### src/rtl/arb_mux_pkg.sv
// Shared constants for the arb_mux_nto1 N-to-1 arbitrated selector.
//   MODE_FIXED : lowest eligible channel index wins every time
//   MODE_RR    : round-robin, scanning upward from the channel after the
//                last one granted
package arb_mux_pkg;

    localparam int MODE_FIXED = 0;
    localparam int MODE_RR    = 1;

endpackage

### src/rtl/arb_mux_nto1_prio_pick.sv
// prio_pick: combinational rotating priority picker.
//   req     in   N      request vector
//   start   in   SEL_W  index scanned first; the scan wraps from N-1 to 0
//   gnt_idx out  SEL_W  first requesting index found (0 when none)
//   gnt_any out  1      at least one request is set
module prio_pick #(
    parameter  int N     = 4,
    localparam int SEL_W = $clog2(N)
) (
    input  logic [N-1:0]     req,
    input  logic [SEL_W-1:0] start,
    output logic [SEL_W-1:0] gnt_idx,
    output logic             gnt_any
);

    always_comb begin
        int unsigned v_idx;
        gnt_idx = '0;
        gnt_any = 1'b0;
        v_idx   = 0;
        for (int unsigned k = 0; k < N; k++) begin
            // start is always below N, so one subtraction performs the wrap
            v_idx = 32'(start) + k;
            if (v_idx >= N) v_idx = v_idx - N;
            if (!gnt_any && req[v_idx[SEL_W-1:0]]) begin
                gnt_any = 1'b1;
                gnt_idx = v_idx[SEL_W-1:0];
            end
        end
    end

endmodule

### src/rtl/arb_mux_nto1.sv
// arb_mux_nto1: N-to-1 data selector with per-channel valid/ready,
// internal arbitration (fixed priority or round-robin) and one registered
// output stage. force_en/force_sel limit eligibility to a single channel.
//   clk, rst_n          clock; synchronous active-low reset
//   din / din_valid     N channels, channel i at din[i*WIDTH +: WIDTH]
//   din_ready           one-hot (or zero) accept back to the channels
//   force_en/force_sel  only channel force_sel is eligible when force_en=1
//   dout/dout_valid     registered output word and its valid flag
//   dout_ready          consumer accepts dout this cycle
//   dout_src            channel index that produced dout
module arb_mux_nto1
    import arb_mux_pkg::*;
#(
    parameter  int WIDTH = 32,
    parameter  int N     = 4,
    parameter  int MODE  = MODE_RR,
    localparam int SEL_W = $clog2(N)
) (
    input  logic                 clk,
    input  logic                 rst_n,
    input  logic [N*WIDTH-1:0]   din,
    input  logic [N-1:0]         din_valid,
    output logic [N-1:0]         din_ready,
    input  logic                 force_en,
    input  logic [SEL_W-1:0]     force_sel,
    output logic [WIDTH-1:0]     dout,
    output logic                 dout_valid,
    input  logic                 dout_ready,
    output logic [SEL_W-1:0]     dout_src
);

    logic [N-1:0]     w_elig;
    logic [SEL_W-1:0] w_start;
    logic [SEL_W-1:0] w_gnt_idx;
    logic             w_gnt_any;
    logic             w_load;
    logic             w_xfer;
    logic [WIDTH-1:0] w_sel_data;

    logic [WIDTH-1:0] r_dout;
    logic             r_dout_valid;
    logic [SEL_W-1:0] r_dout_src;
    logic [SEL_W-1:0] r_rr_ptr;

    // A force_sel at or above N matches no channel, so nothing is eligible
    always_comb begin
        w_elig = '0;
        for (int unsigned i = 0; i < N; i++) begin
            w_elig[i] = din_valid[i] && (!force_en || (32'(force_sel) == i));
        end
    end

    assign w_start = (MODE == MODE_RR) ? r_rr_ptr : '0;

    prio_pick #(.N(N)) u_pick (
        .req     (w_elig),
        .start   (w_start),
        .gnt_idx (w_gnt_idx),
        .gnt_any (w_gnt_any)
    );

    // Output register can take a new word when empty or being drained
    assign w_load = !r_dout_valid || dout_ready;
    // Gated by rst_n so no handshake completes on a reset cycle
    assign w_xfer = rst_n && w_load && w_gnt_any;

    always_comb begin
        din_ready = '0;
        if (w_xfer) din_ready[w_gnt_idx] = 1'b1;
    end

    always_comb begin
        w_sel_data = '0;
        for (int unsigned i = 0; i < N; i++) begin
            if (32'(w_gnt_idx) == i) w_sel_data = din[i*WIDTH +: WIDTH];
        end
    end

    always_ff @(posedge clk) begin
        if (!rst_n) begin
            r_dout       <= '0;
            r_dout_valid <= 1'b0;
            r_dout_src   <= '0;
            r_rr_ptr     <= '0;
        end else if (w_load) begin
            if (w_xfer) begin
                r_dout       <= w_sel_data;
                r_dout_src   <= w_gnt_idx;
                r_dout_valid <= 1'b1;
                if (MODE == MODE_RR) begin
                    r_rr_ptr <= (w_gnt_idx == SEL_W'(N-1)) ? '0 : w_gnt_idx + 1'b1;
                end
            end else begin
                r_dout_valid <= 1'b0;
            end
        end
    end

    assign dout       = r_dout;
    assign dout_valid = r_dout_valid;
    assign dout_src   = r_dout_src;

endmodule

### config.mk
export PLATFORM = sky130hd
export DESIGN_NAME = arb_mux_nto1
export DESIGN_NICKNAME = d
export VERILOG_FILES = /design/src/rtl/arb_mux_pkg.sv /design/src/rtl/arb_mux_nto1_prio_pick.sv /design/src/rtl/arb_mux_nto1.sv
export SDC_FILE = /design/constraint.sdc
export NUM_CORES = 1
export LEC_CHECK = 0
export ABC_AREA = 0
export CAP_MARGIN = 20
export CORE_ASPECT_RATIO = 0.75
export CORE_MARGIN = 10
export CORE_UTILIZATION = 38
export CTS_CLUSTER_SIZE = 30
export DETAILED_ROUTE_END_ITERATION = 7
export PLACE_DENSITY = 0.91
export SYNTH_ARGS = -nofsm -noshare
export SYNTH_HDL_FRONTEND = slang
export SYNTH_SLANG_ARGS = --single-unit
### constraint.sdc
create_clock -name clk -period 9.7 [get_ports clk]
set_input_delay 1.94 -clock clk [delete_from_list [all_inputs] [get_ports clk]]
set_output_delay 1.94 -clock clk [all_outputs]
set_load 0.02 [all_outputs]
==> summary.md <==
| Metric | Value |
|---|---|
| CP Launch Type | `input pin` |
| Root buf cell | `clkbuf_8` |
| Commonest cells after routing, fill and taps aside | `clkdlybuf4s50_1 (175), a21oi_1 (73), dfxtp_1 (37)` |
| GR Overflow Total | `0` |
| Post-route ant nets | `0` |
| Crit path max fanout | `65` |
| # diodes | `0` |
| Worst Setup End Kind | `output port` |
| Fin util | `68.6%` |
| Final slew viol count | `0` |
| PD cells | `169 mW/mm²` |
| Cell variety after synth | `32` |
| Post-CTS Setup Inserts | `0` |
| Top cells by area, synth | `dfxtp_1 (30%), a21oi_1 (15%), a221oi_1 (11%)` |
| WL/cell | `between 15 and 20 µm` |
| Nets@finish | `613` |
| IO Pins | `177` |
| Core area | `0.00635 mm²` |
| Synth Warn # | `0` |
| WHS | `around 470 ps` |
| DRT iter0 DRCs | `180` |
| CTS Buf Count | `5` |
| Final Cell Area | `0.00436 mm²` |
| Transition time of the tightest slew-check pin | `between 1000 and 1500 ps` |
| Clk slew on worst S/H paths | `about 70 ps` |
| Post-synthesis sequential area ratio | `29.5%` |
| TritonCTS clock tree | `done` |
| Hold/Removal Path Class | `register to register` |
| DR vias/cell | `about 5.4` |
| DR vias | `3007` |
| First-pass GRT wire length | `roughly 16000 µm` |
| # rows | `25` |
| CP startpoint | `force_en` |
| Worst path arrival time | `roughly 5400 ps` |
| Hold Violations, Final | `0` |
| Share of layout cells above drive strength 1 | `a little under a tenth` |
| DP Area | `0.00422 mm²` |
| Setup tns final | `0 ps` |
| Die W | `114 µm` |
| Relative slew margins | `31.9%` |
| Cells after Synth | `about 320` |
| Die area | `0.0103 mm²` |
| Final period util | `75.4%` |
| DRT Pass-1 Iters | `6` |
| # DRC | `0` |
| Net Count, Synth | `461` |
| Peak supply drop | `91.8 µV` |
| Die height | `90.4 µm` |
| Fin crit period | `7320 ps` |
| Critical Path RT | `7760 ps` |
| Hold buffers post-CTS | `0` |
| Initial Util | `between 30% and 40%` |
| Clock Skew | `3.59 ps` |
| Netlist Area Pre-Place | `0.00251 mm²` |
| Number of global-route vias before repair | `a little over 3000` |
| # setup viols final | `0` |
| Min-delay src | `dout_src[1]` |
| DP HPWL | `8050 µm` |
| Maximum clock path buffer count | `2` |
| Skew-Pair Late Insertion Delay | `between 200 and 300 ps` |
| Resized Gates After CTS | `0` |
| Placer Congestion | `0.829` |
| Most common cell after layout, fill and taps aside | `clkdlybuf4s50_1` |
| H-tree Lvls | `2` |
| Dpl cells | `545` |
| Yosys reg bits | `37` |
| Synth-to-Final Area Change | `73.6%` |
| Status | `finished, final reports clean` |
| Mean Syn Cell Area | `7.87 µm²` |
| PortBufs | `about 180` |
| Drt total wl | `10200 µm` |
| Reg2reg start | `r_rr_ptr[1]` |
| Area fraction of the dominant cell type after synthesis | `29.5%` |
| Fmax | `between 100 and 150 MHz` |
| Largest net degree at the start of global routing | `76` |
| RSZ-0062 raised after global routing | `false` |
| Leak pwr | `0.00154 µW` |
| GRT Total Usage | `18.6%` |
| Antenna violations before repair | `0` |
| Worst Setup Path Type | `input pin to output port` |
| Clock sink count | `37` |
| Non-Filler Instances | `553` |
| Yosys top cell by area | `dfxtp_1` |
| Max Cap Viol | `0` |
cells by family (layout without fill, tap and decap cells):
| kind of cell | count (synthesis) | after routing | synth area share, % |
|---|---|---|---|
| AOI/OAI and AO/OA | 144 | 144 | 38.8 |
| adders and majority gates | 4 | 4 | 1.99 |
| buffers and inverters | 37 | 190 | 7.43 |
| DFF | 37 | 37 | 29.5 |
| muxes | 2 | 2 | 1.30 |
| and+or+nand+nor | 95 | 95 | 21.0 |
power by group:
part | internal (µW) | switching [µW] | total, µW
combinational | 185 | 188 | 373
sequential | 182 | 20.3 | 202
clock | 102 | 56.4 | 159
total | 470 | 265 | 734
through the flow:
stage          power [µW]  worst slack [ps]
5_1_grt               782              2180
3_5_place_dp          582              2440
4_1_cts               741              2420
3_3_place_gp          570              2620
2_1_floorplan         423              3810
6_report              734              2380
final timing paths:
check,slack (ps),end,cells after the start
min,470,dout_src[1],2
min reg2reg,470,dout_src[1],2
max reg2reg,6220,dout[2],13
max,2380,din_ready[2],7
worst max-delay path, cell delays in order:
cell	delay (ps)
clkdlybuf4s50_1	700
o21ai_0	200
and3_1	230
a211oi_1	450
ha_2	960
and2_1	230
clkdlybuf4s50_1	610
per-layer routing:
layer | GRT usage, % | routed length, µm
met4 | 3.23 | 92
met2 | 33.9 | 5130
met1 | 18.8 | 3750
met3 | 9.30 | 1240
met5 | 0 | 0
flip-flops by register name, indices dropped and copies added, names as in the netlist:
register / flops
dout: 32
dout_src: 2
r_rr_ptr: 2
dout_valid: 1
synth_stat cells:
cell type and n:
a311oi_1 1, buf_6 6, nor4_1 1, nor2b_1 33, a22oi_1 1, o21a_1 1
dfxtp_1 37, nor2_1 3, nor3_1 31, nand2b_1 5, nand2_1 11, inv_1 3
o221ai_1 1, o21bai_4 1, buf_1 2, clkbuf_1 24, a21oi_1 73, a21o_1 1
a32oi_1 1, and2_1 6, and3_1 1, and3b_4 1, and3b_1 1, mux2i_1 1
ha_1 4, mux4_2 1, a211oi_1 1, o21ai_0 5, buf_2 2, a221oi_1 31
nand3_1 2, a21oi_2 27
layout make-up:
class	instances	area (µm²)
clock inverter	3	65.1
tap	81	101
multi-input combinational	245	1590
sequential	37	741
clock buffer	5	68.8
timing repair buffer	179	1780
fill	556	1990
inverter	3	11.3
(Power assumes the default switching activity.)
